===== src/rtl/alu_op_sequencer_if.sv =====
// Bundle between the ALU op sequencer and its scheduler, consumer and ALU.
// Optional flag outputs appear when ALU_OP_SEQUENCER_FLAGS_EN is defined.
interface alu_op_sequencer_if;
  logic        req_valid_in;
  logic        req_ready_out;
  logic [3:0]  req_cmd_in;
  logic [7:0]  req_a_in;
  logic [7:0]  req_b_in;
  logic [7:0]  alu_a_out;
  logic [7:0]  alu_b_out;
  logic [3:0]  alu_command_out;
  logic        alu_oe_out;
  logic [15:0] alu_d_in;
  logic        rsp_valid_out;
  logic        rsp_ready_in;
  logic [15:0] rsp_data_out;
  logic [3:0]  rsp_cmd_out;
  logic [15:0] ops_count_out;
`ifdef ALU_OP_SEQUENCER_FLAGS_EN
  logic        rsp_zero_out;
  logic        rsp_carry_out;
  logic        rsp_borrow_out;
`endif

  modport master (
    input  req_valid_in,
    input  req_cmd_in,
    input  req_a_in,
    input  req_b_in,
    input  alu_d_in,
    input  rsp_ready_in,
    output req_ready_out,
    output alu_a_out,
    output alu_b_out,
    output alu_command_out,
    output alu_oe_out,
    output rsp_valid_out,
    output rsp_data_out,
    output rsp_cmd_out,
`ifdef ALU_OP_SEQUENCER_FLAGS_EN
    output rsp_zero_out,
    output rsp_carry_out,
    output rsp_borrow_out,
`endif
    output ops_count_out
  );

  modport slave (
    output req_valid_in,
    output req_cmd_in,
    output req_a_in,
    output req_b_in,
    output alu_d_in,
    output rsp_ready_in,
    input  req_ready_out,
    input  alu_a_out,
    input  alu_b_out,
    input  alu_command_out,
    input  alu_oe_out,
    input  rsp_valid_out,
    input  rsp_data_out,
    input  rsp_cmd_out,
`ifdef ALU_OP_SEQUENCER_FLAGS_EN
    input  rsp_zero_out,
    input  rsp_carry_out,
    input  rsp_borrow_out,
`endif
    input  ops_count_out
  );
endinterface


===== src/rtl/alu_op_sequencer.sv =====
// Initiator for the 8-bit combinational ALU: request -> setup -> settle -> response.
// Define ALU_OP_SEQUENCER_FLAGS_EN to add zero/carry/borrow response flags.
module alu_op_sequencer #(
  parameter int SETTLE_CYCLES = 1
) (
  input logic                clk,
  input logic                rst,
  alu_op_sequencer_if.master bus
);

  typedef enum logic [1:0] {
    IDLE,
    SETUP,
    SETTLE,
    RESP
  } state_t;

  localparam logic [3:0] LAST = 4'(SETTLE_CYCLES - 1);

  localparam logic [3:0] C_ADD = 4'h0;
  localparam logic [3:0] C_INC = 4'h1;
  localparam logic [3:0] C_SUB = 4'h2;
  localparam logic [3:0] C_DEC = 4'h3;
  localparam logic [3:0] C_SHL = 4'h6;

  state_t      state;
  state_t      state_nxt;
  logic [3:0]  cnt;
  logic [3:0]  cnt_nxt;
  logic [7:0]  a_q;
  logic [7:0]  a_nxt;
  logic [7:0]  b_q;
  logic [7:0]  b_nxt;
  logic [3:0]  cmd_q;
  logic [3:0]  cmd_nxt;
  logic        oe_q;
  logic        oe_nxt;
  logic        valid_q;
  logic        valid_nxt;
  logic [15:0] data_q;
  logic [15:0] data_nxt;
  logic [3:0]  rcmd_q;
  logic [3:0]  rcmd_nxt;
  logic [15:0] ops_q;
  logic [15:0] ops_nxt;
`ifdef ALU_OP_SEQUENCER_FLAGS_EN
  logic        zero_q;
  logic        zero_nxt;
  logic        carry_q;
  logic        carry_nxt;
  logic        borrow_q;
  logic        borrow_nxt;
`endif

  always_comb begin
    state_nxt = state;
    cnt_nxt   = cnt;
    a_nxt     = a_q;
    b_nxt     = b_q;
    cmd_nxt   = cmd_q;
    oe_nxt    = oe_q;
    valid_nxt = valid_q;
    data_nxt  = data_q;
    rcmd_nxt  = rcmd_q;
    ops_nxt   = ops_q;
`ifdef ALU_OP_SEQUENCER_FLAGS_EN
    zero_nxt   = zero_q;
    carry_nxt  = carry_q;
    borrow_nxt = borrow_q;
`endif
    unique case (state)
      IDLE: begin
        if (bus.req_valid_in) begin
          a_nxt     = bus.req_a_in;
          b_nxt     = bus.req_b_in;
          cmd_nxt   = bus.req_cmd_in;
          state_nxt = SETUP;
        end
      end
      SETUP: begin
        oe_nxt    = 1'b1;
        cnt_nxt   = 4'd0;
        state_nxt = SETTLE;
      end
      SETTLE: begin
        if (cnt == LAST) begin
          data_nxt  = bus.alu_d_in;
          rcmd_nxt  = cmd_q;
          oe_nxt    = 1'b0;
          valid_nxt = 1'b1;
          state_nxt = RESP;
`ifdef ALU_OP_SEQUENCER_FLAGS_EN
          zero_nxt   = (bus.alu_d_in == 16'h0000);
          carry_nxt  = (cmd_q == C_ADD || cmd_q == C_INC ||
                        cmd_q == C_SHL) && bus.alu_d_in[8];
          borrow_nxt = (cmd_q == C_SUB || cmd_q == C_DEC) &&
                       bus.alu_d_in[15];
`endif
        end else begin
          cnt_nxt = cnt + 4'd1;
        end
      end
      RESP: begin
        if (bus.rsp_ready_in) begin
          valid_nxt = 1'b0;
          ops_nxt   = ops_q + 16'd1;
          state_nxt = IDLE;
        end
      end
      default: state_nxt = IDLE;
    endcase
  end

  always_ff @(posedge clk) begin
    if (rst) begin
      state   <= IDLE;
      cnt     <= 4'd0;
      a_q     <= 8'h00;
      b_q     <= 8'h00;
      cmd_q   <= 4'h0;
      oe_q    <= 1'b0;
      valid_q <= 1'b0;
      data_q  <= 16'h0000;
      rcmd_q  <= 4'h0;
      ops_q   <= 16'h0000;
`ifdef ALU_OP_SEQUENCER_FLAGS_EN
      zero_q   <= 1'b0;
      carry_q  <= 1'b0;
      borrow_q <= 1'b0;
`endif
    end else begin
      state   <= state_nxt;
      cnt     <= cnt_nxt;
      a_q     <= a_nxt;
      b_q     <= b_nxt;
      cmd_q   <= cmd_nxt;
      oe_q    <= oe_nxt;
      valid_q <= valid_nxt;
      data_q  <= data_nxt;
      rcmd_q  <= rcmd_nxt;
      ops_q   <= ops_nxt;
`ifdef ALU_OP_SEQUENCER_FLAGS_EN
      zero_q   <= zero_nxt;
      carry_q  <= carry_nxt;
      borrow_q <= borrow_nxt;
`endif
    end
  end

  // Ready is the only decoded output; held low while reset is asserted.
  assign bus.req_ready_out   = (state == IDLE) && !rst;
  assign bus.alu_a_out       = a_q;
  assign bus.alu_b_out       = b_q;
  assign bus.alu_command_out = cmd_q;
  assign bus.alu_oe_out      = oe_q;
  assign bus.rsp_valid_out   = valid_q;
  assign bus.rsp_data_out    = data_q;
  assign bus.rsp_cmd_out     = rcmd_q;
  assign bus.ops_count_out   = ops_q;
`ifdef ALU_OP_SEQUENCER_FLAGS_EN
  assign bus.rsp_zero_out    = zero_q;
  assign bus.rsp_carry_out   = carry_q;
  assign bus.rsp_borrow_out  = borrow_q;
`endif

endmodule

===== src/flat_wrapper.sv =====
// flat-port wrapper written by rule: the top's interface ports become plain ports
module alu_op_sequencer_flat 
#(
  parameter int SETTLE_CYCLES = 1
)
  (clk, rst, bus_req_valid_in, bus_req_cmd_in, bus_req_a_in, bus_req_b_in, bus_alu_d_in, bus_rsp_ready_in, bus_req_ready_out, bus_alu_a_out, bus_alu_b_out, bus_alu_command_out, bus_alu_oe_out, bus_rsp_valid_out, bus_rsp_data_out, bus_rsp_cmd_out, bus_ops_count_out);
  alu_op_sequencer_if bus_i ();
  input logic clk;
  input logic rst;
  input wire logic [$bits(bus_i.req_valid_in)-1:0] bus_req_valid_in;
  input wire logic [$bits(bus_i.req_cmd_in)-1:0] bus_req_cmd_in;
  input wire logic [$bits(bus_i.req_a_in)-1:0] bus_req_a_in;
  input wire logic [$bits(bus_i.req_b_in)-1:0] bus_req_b_in;
  input wire logic [$bits(bus_i.alu_d_in)-1:0] bus_alu_d_in;
  input wire logic [$bits(bus_i.rsp_ready_in)-1:0] bus_rsp_ready_in;
  output wire logic [$bits(bus_i.req_ready_out)-1:0] bus_req_ready_out;
  output wire logic [$bits(bus_i.alu_a_out)-1:0] bus_alu_a_out;
  output wire logic [$bits(bus_i.alu_b_out)-1:0] bus_alu_b_out;
  output wire logic [$bits(bus_i.alu_command_out)-1:0] bus_alu_command_out;
  output wire logic [$bits(bus_i.alu_oe_out)-1:0] bus_alu_oe_out;
  output wire logic [$bits(bus_i.rsp_valid_out)-1:0] bus_rsp_valid_out;
  output wire logic [$bits(bus_i.rsp_data_out)-1:0] bus_rsp_data_out;
  output wire logic [$bits(bus_i.rsp_cmd_out)-1:0] bus_rsp_cmd_out;
  output wire logic [$bits(bus_i.ops_count_out)-1:0] bus_ops_count_out;
  assign bus_i.req_valid_in = bus_req_valid_in;
  assign bus_i.req_cmd_in = bus_req_cmd_in;
  assign bus_i.req_a_in = bus_req_a_in;
  assign bus_i.req_b_in = bus_req_b_in;
  assign bus_i.alu_d_in = bus_alu_d_in;
  assign bus_i.rsp_ready_in = bus_rsp_ready_in;
  assign bus_req_ready_out = bus_i.req_ready_out;
  assign bus_alu_a_out = bus_i.alu_a_out;
  assign bus_alu_b_out = bus_i.alu_b_out;
  assign bus_alu_command_out = bus_i.alu_command_out;
  assign bus_alu_oe_out = bus_i.alu_oe_out;
  assign bus_rsp_valid_out = bus_i.rsp_valid_out;
  assign bus_rsp_data_out = bus_i.rsp_data_out;
  assign bus_rsp_cmd_out = bus_i.rsp_cmd_out;
  assign bus_ops_count_out = bus_i.ops_count_out;
  alu_op_sequencer #(.SETTLE_CYCLES(SETTLE_CYCLES)) u_core (.clk(clk), .rst(rst), .bus(bus_i));
endmodule

===== config.mk =====
export PLATFORM = sky130hd
export DESIGN_NAME = alu_op_sequencer_flat
export DESIGN_NICKNAME = d
export VERILOG_FILES = /design/src/rtl/alu_op_sequencer_if.sv /design/src/rtl/alu_op_sequencer.sv /design/src/flat_wrapper.sv
export SDC_FILE = /design/constraint.sdc
export NUM_CORES = 1
export LEC_CHECK = 0
export CAP_MARGIN = 20
export CORE_ASPECT_RATIO = 0.75
export CORE_UTILIZATION = 43
export DETAILED_ROUTE_END_ITERATION = 7
export PLACE_DENSITY = 0.79
export SYNTH_ARGS = -nofsm -noshare
export SYNTH_HDL_FRONTEND = slang
export SYNTH_SLANG_ARGS = --single-unit

===== constraint.sdc =====
create_clock -name clk -period 1.98 [get_ports clk]
set_input_delay 0.297 -clock clk [delete_from_list [all_inputs] [get_ports clk]]
set_output_delay 0.297 -clock clk [all_outputs]
set_load 0.05 [all_outputs]

==> out/qor.txt, run 1 <==
======================================================================================
Area of the multi-input gates ...........................................   1190 sq um
Clock power share .......................................................        0.283
Clock root buffer ....................................................... sky130_fd_sc_hd__clkbuf_8
Required time of the critical path ......................................      1.68 ns
Fin crit share ..........................................................        0.972
CTS buffer count ........................................................            9
Library cell contributing the largest single delay on the critical path . sky130_fd_sc_hd__clkdlybuf4s50_1
VDD IR max ..............................................................   0.000615 V
Top routing layer in use ................................................         met4
Number of antenna violations at the first check in global routing .......            0
Worst skew pair latency .................................................      0.33 ns
Die Y-Extent ............................................................      68.9 um
Final Max Slew Viols ....................................................            0
Total length of routed wires ............................................      6560 um
Maximum level of the CTS H-tree .........................................            3
Sequential area share after synthesis ...................................        0.499
Max Clk Rate ............................................................    0.520 GHz
Hold buffer count at cts ................................................            0
Core region area ........................................................   5550 sq um
Flop pwr share ..........................................................        0.357
EDFF count, synth .......................................................            0
Library cell occupying the most area in the post-synthesis netlist ...... sky130_fd_sc_hd__dfxtp_1
Cell Int Power ..........................................................      2.73 mW
Unrepaired setup endpoints after global routing .........................        false
Top-level I/O count .....................................................           99
Remaining routing DRC violations ........................................            0
Pwr dens ................................................................ 1130 nW/um^2
Routed length per instance ..............................................      13.4 um
Total iterations of the first detailed-routing run ......................            4
Wire length of the first global-routing pass ............................    10,300 um
Cell class contributing the biggest share of worst-path delay ........... buffers and inverters
Power consumption .......................................................      4.33 mW
Yosys warnings ..........................................................            0
Final critical delay including setup and external delays ................      1.92 ns
Commonest register cell after synthesis ................................. sky130_fd_sc_hd__dfxtp_1
Buffers on Ports ........................................................           98
Total number of nets in the final design ................................          459
Cell area after technology mapping ......................................   2570 sq um
Dominant cell by count in the synthesized netlist ....................... sky130_fd_sc_hd__nand2_1
DRT antenna net count ...................................................            0
Critical Path Start Type ................................................     register
Switching share of power ................................................        0.370
Total die area ..........................................................   6280 sq um
Total via count after detailed routing ..................................        2,420
Post-synth top area share ...............................................        0.499
Max Clock Skew ..........................................................   0.00856 ns
Std-Cell Rows ...........................................................           23
Max Root-Sink Buffers ...................................................            2
Share of cells above drive strength 1 ...................................       0.0673
Max-Slew Margin vs Limit ................................................        0.639
Gate Count Post-Synth ...................................................          312
Number of max-capacitance violations reported ...........................            0
Tot GR Track Use ........................................................        0.214
Stage delay of the slowest cell on the critical path ....................      0.85 ns
Fraction of registers with async set/reset ..............................            0
Met3 Routed Length ......................................................       564 um
Area occupied by registers ..............................................   1280 sq um
Worst min-delay path class .............................................. input port to register
Worst path cell trace ................................................... clkdlybuf4s50_1
Via count of the first global-routing pass ..............................        2,195
Crit path max fanout ....................................................            6
Run status ..............................................................    completed
Pin count of the biggest net entering global routing ....................           40
ANT cells ...............................................................            0
Synth Net Count .........................................................          360
CTS tree ................................................................          yes
Number of endpoints failing setup at the final stage ....................            0
Number of DRC markers after the initial detailed-route iteration ........           82
Global route total overflow .............................................            0
Estimated wirelength of the detail-placed design ........................      4490 um
Clock transition at the registers of the reported paths .................      0.07 ns
CP arrival ..............................................................      1.63 ns
Detail Route met2 WL ....................................................      3000 um
Buffers & Inverters on Critical Path ....................................            1
Final number of hold-violating endpoints ................................            0
Utilization after layout ................................................        0.692
Final estimated routing congestion in global placement ..................        0.803
Crit end category ....................................................... primary output
Clock tree sinks ........................................................           64
Average via count per standard cell .....................................         4.93
Most instantiated cells after synthesis ................................. sky130_fd_sc_hd__nand2_1, sky130_fd_sc_hd__dfxtp_1, sky130_fd_sc_hd__a21oi_1
Post-synthesis average cell area ........................................   8.23 sq um
Leakage .................................................................      1.41 nW
Setup TNS after final layout ............................................         0 ns
Largest cells by area after synthesis ................................... sky130_fd_sc_hd__dfxtp_1, sky130_fd_sc_hd__nand2_1, sky130_fd_sc_hd__a21oi_1
Post-synth cell types ...................................................           33
CP Class ................................................................ register to primary output
Area overhead of the layout relative to synthesis .......................        49.7%
Share of power burned in combinational logic ............................        0.360
Die outline width .......................................................      91.2 um
Fillers .................................................................          461
Tightest Pin Transition .................................................     0.540 ns
Wire length on met1 .....................................................      2950 um
Sw Pwr ..................................................................      1.60 mW
Count of state elements after synthesis .................................           64
Starting Density ........................................................        0.462
======================================================================================
## power groups by stage
stage / sequential (mW) / combinational [mW] / clock [mW]
finish: 1.55 / 1.56 / 1.22
global route: 1.57 / 1.67 / 1.31
CTS: 1.55 / 1.57 / 1.26
detailed placement: 1.57 / 1.56 / 0
global placement: 1.57 / 1.54 / 0
floorplan: 2.06 / 0.540 / 0
## metal layers
layer  up-vias  track usage
met2        72        0.344
met5         -            0
met4         0       0.0694
met1      1099        0.260
li1       1242            -
met3         7       0.0965
## worst register-to-register path, cell delays in order, from the launching register on
cell                      delay, ns
sky130_fd_sc_hd__dfxtp_1       0.40
sky130_fd_sc_hd__ha_1          0.25
sky130_fd_sc_hd__nand3_1       0.29
sky130_fd_sc_hd__or4_1         0.56
sky130_fd_sc_hd__a21oi_1       0.15
## logic make-up after synthesis
| group | share of synthesized area |
|---|---|
| fa+ha+maj | 0.0390 |
| xor+xnor | 0.0375 |
| compound gates | 0.122 |
| flops | 0.499 |
| simple gates | 0.254 |
| mux | 0.0117 |
| buf+inv | 0.0361 |
## repair_timing
action                                  in CTS  in global routing
resized for setup                            0                  3
buffers inserted                             0                  0
endpoints found under the setup margin       0                  3
## cell type report
class / count / area share
clock buffers: 11 / 0.0368
multi-input cells: 226 / 0.310
clock inverters: 5 / 0.0208
well taps: 75 / 0.0244
flip-flops and latches: 64 / 0.334
repair buffers: 105 / 0.269
inverters: 5 / 0.00489
## final timing paths
kind | from | end | slack, ns | depth (start not counted)
max | u_core.bus.ops_count_out[8] | bus_ops_count_out[8] | 0.06 | 1
min | rst | u_core.bus.ops_count_out[8] | 0.44 | 3
max reg2reg | u_core.state[0] | u_core.bus.ops_count_out[14] | 0.26 | 4
min reg2reg | u_core.bus.alu_b_out[5] | u_core.bus.alu_b_out[5] | 0.45 | 2
## cell usage in the layout, fill, tap and decap left out, types with 3 or more instances in the layout
cell,n
sky130_fd_sc_hd__a21oi_1,49
sky130_fd_sc_hd__and2_1,3
sky130_fd_sc_hd__buf_4,8
sky130_fd_sc_hd__clkbuf_8,10
sky130_fd_sc_hd__clkdlybuf4s50_1,93
sky130_fd_sc_hd__dfxtp_1,64
sky130_fd_sc_hd__dlymetal6s2s_1,3
sky130_fd_sc_hd__ha_1,8
sky130_fd_sc_hd__inv_1,5
sky130_fd_sc_hd__mux2i_1,3
sky130_fd_sc_hd__nand2_1,89
sky130_fd_sc_hd__nand3_1,6
sky130_fd_sc_hd__nand4_1,5
sky130_fd_sc_hd__nor2_1,17
sky130_fd_sc_hd__nor2b_1,4
sky130_fd_sc_hd__nor3_1,5
sky130_fd_sc_hd__nor4_1,3
sky130_fd_sc_hd__o21ai_0,5
sky130_fd_sc_hd__xnor2_1,7
sky130_fd_sc_hd__xor2_1,4
## stage by stage
| stage | setup WS, ns | std cells | area (sq um) | hold WS (ns) |
|---|---|---|---|---|
| finish | 0.0553 | 491 | 3840 | 0.445 |
| global route | 0.0107 | 491 | 3840 | 0.439 |
| CTS | 0.0398 | 491 | 3830 | 0.427 |
| detailed placement | 0.117 | 475 | 3610 | 0.446 |
| global placement | 0.189 | 475 | 3610 | 0.441 |
| floorplan | 0.171 | 312 | 2570 | 0.433 |
## registers in the layout, indices dropped and copies added, names as in the netlist
signal and flops:
u_core.bus.rsp_cmd_out 4, u_core.bus.alu_b_out 8, u_core.bus.alu_a_out 8, u_core.bus.rsp_valid_out 1, u_core.cnt 4, u_core.bus.alu_oe_out 1, u_core.bus.rsp_data_out 16, u_core.bus.alu_command_out 4
u_core.state 2, u_core.bus.ops_count_out 16
No activity file was read; power rests on OpenSTA's default activity.
==> inputs of run 2 (changes only) <==
--- a/config.mk
+++ b/config.mk
@@ -6,7 +6,7 @@
 export NUM_CORES = 1
 export LEC_CHECK = 0
 export CAP_MARGIN = 20
-export CORE_ASPECT_RATIO = 0.75
+export CORE_ASPECT_RATIO = 0.9
 export CORE_UTILIZATION = 43
 export DETAILED_ROUTE_END_ITERATION = 7
 export PLACE_DENSITY = 0.79
==> run 2 against run 1 <==
  * Critical path depth is the same
  * Die area about the same
  * Sequential share of layout area rose by 0.37 points
  * First-iteration DRC count shrank 3.7%
  * Clock skew about the same
  * Combinational power is essentially flat
  * Critical endpoint unchanged
  * Largest power group unchanged
  * Highest routed layer unchanged
==> out/qor.txt, run 2 (synthesis results as in run 1) <==
======================================================================================
Maximum level of the CTS H-tree .........................................            3
Most frequent cells in the layout ....................................... sky130_fd_sc_hd__clkdlybuf4s50_1, sky130_fd_sc_hd__nand2_1, sky130_fd_sc_hd__dfxtp_1
VDD IR max ..............................................................   0.000809 V
Clock root buffer ....................................................... sky130_fd_sc_hd__clkbuf_8
Average via count per standard cell .....................................         5.17
Area overhead of the layout relative to synthesis .......................        48.0%
Die Y-Extent ............................................................      75.3 um
Via count of the first global-routing pass ..............................        2,316
Worst min-delay path class .............................................. input port to register
Number of antenna violations at the first check in global routing .......            0
Top-level I/O count .....................................................           99
CP Class ................................................................ register to primary output
Clock tree sinks ........................................................           64
Buffers on Ports ........................................................           98
Routed length per instance ..............................................      13.6 um
Worst skew pair latency .................................................      0.33 ns
Final Max Slew Viols ....................................................            0
Total number of nets in the final design ................................          461
Pwr dens ................................................................ 1080 nW/um^2
Die outline width .......................................................      83.4 um
DRT antenna net count ...................................................            0
Count of placed standard cells including taps ...........................          472
Hold buffer count at cts ................................................            0
Cell Count, Final, Fillers Out ..........................................          485
Max Clk Rate ............................................................    0.524 GHz
Clock transition at the registers of the reported paths .................      0.06 ns
Starting Density ........................................................        0.448
ANT cells ...............................................................            0
CTS tree ................................................................          yes
Core region area ........................................................   5730 sq um
Max Clock Skew ..........................................................   0.00879 ns
Top routing layer in use ................................................         met4
Std-Cell Rows ...........................................................           26
Wire length on met1 .....................................................      2910 um
Required time of the critical path ......................................      1.68 ns
CTS buffer count ........................................................            9
Leakage .................................................................      1.38 nW
Pin count of the biggest net entering global routing ....................           40
Commonest non-fill, non-tap cell in the layout .......................... sky130_fd_sc_hd__clkdlybuf4s50_1
Estimated wirelength of the detail-placed design ........................      4420 um
Cell class contributing the biggest share of worst-path delay ........... buffers and inverters
Critical Path Start Type ................................................     register
Final number of hold-violating endpoints ................................            0
Number of max-capacitance violations reported ...........................            0
Fin crit share ..........................................................        0.963
Unrepaired setup endpoints after global routing .........................        false
Crit end category ....................................................... primary output
Detail Route met2 WL ....................................................      3040 um
Remaining routing DRC violations ........................................            0
Total length of routed wires ............................................      6590 um
Max-Slew Margin vs Limit ................................................        0.649
CP arrival ..............................................................      1.61 ns
Global route total overflow .............................................            0
Number of DRC markers after the initial detailed-route iteration ........           79
Run status ..............................................................    completed
Stage delay of the slowest cell on the critical path ....................      0.85 ns
Tot GR Track Use ........................................................        0.209
Max Root-Sink Buffers ...................................................            2
Postcts setup bufs ......................................................            0
Worst path cell trace ................................................... clkdlybuf4s50_1
Setup TNS after final layout ............................................         0 ns
Met3 Routed Length ......................................................       562 um
Total via count after detailed routing ..................................        2,507
Final critical delay including setup and external delays ................      1.91 ns
Wire length of the first global-routing pass ............................    10,300 um
Number of endpoints failing setup at the final stage ....................            0
Resized cells post-CTS ..................................................            0
Total iterations of the first detailed-routing run ......................            4
Library cell contributing the largest single delay on the critical path . sky130_fd_sc_hd__clkdlybuf4s50_1
Tightest Pin Transition .................................................     0.525 ns
Total die area ..........................................................   6280 sq um
Buffers & Inverters on Critical Path ....................................            1
Share of cells above drive strength 1 ...................................       0.0651
Crit path max fanout ....................................................            6
Final estimated routing congestion in global placement ..................        0.826
======================================================================================
run 2: worst paths after layout:
check | startpoint | end | slack [ns] | cells past startpoint
setup / recovery | u_core.bus.ops_count_out[8] | bus_ops_count_out[8] | 0.07 | 1
hold / removal | rst | u_core.bus.rsp_data_out[7] | 0.44 | 3
setup reg to reg | u_core.cnt[0] | u_core.state[1] | 0.26 | 6
hold reg to reg | u_core.bus.rsp_data_out[5] | u_core.bus.rsp_data_out[5] | 0.45 | 2
run 2: report_power, final:
group | internal (mW) | total (mW) | switching [mW]
registers | 1.45 | 1.54 | 0.0909
clock network | 0.500 | 0.954 | 0.453
logic | 0.564 | 1.59 | 1.02
total | 2.52 | 4.08 | 1.57
run 2: per-layer routing:
layer / track usage / vias up
met3: 0.0845 / 9
met2: 0.360 / 101
met4: 0.0678 / 0
met1: 0.246 / 1157
li1: - / 1240
met5: 0 / -
run 2: cell type report:
type | count | area [sq um]
clock buffers | 12 | 155
clock inverters | 1 | 5.00
fillers | 472 | 1930
inverters | 5 | 18.8
multi-input cells | 226 | 1190
flip-flops and latches | 64 | 1280
well taps | 70 | 87.6
repair buffers | 107 | 1060
run 2: metrics by stage:
| stage | hold slack [ns] | setup WS [ns] | utilization | power, mW | area [sq um] |
|---|---|---|---|---|---|
| after floorplan | 0.433 | 0.171 | - | 2.60 | 2570 |
| after global placement | 0.440 | 0.176 | 0.635 | 3.12 | 3630 |
| after detailed placement | 0.446 | 0.135 | 0.635 | 3.16 | 3630 |
| after CTS | 0.444 | 0.0491 | 0.663 | 4.11 | 3790 |
| after global routing | 0.456 | 0.00277 | 0.663 | 4.29 | 3800 |
| final | 0.444 | 0.0727 | 0.663 | 4.08 | 3800 |
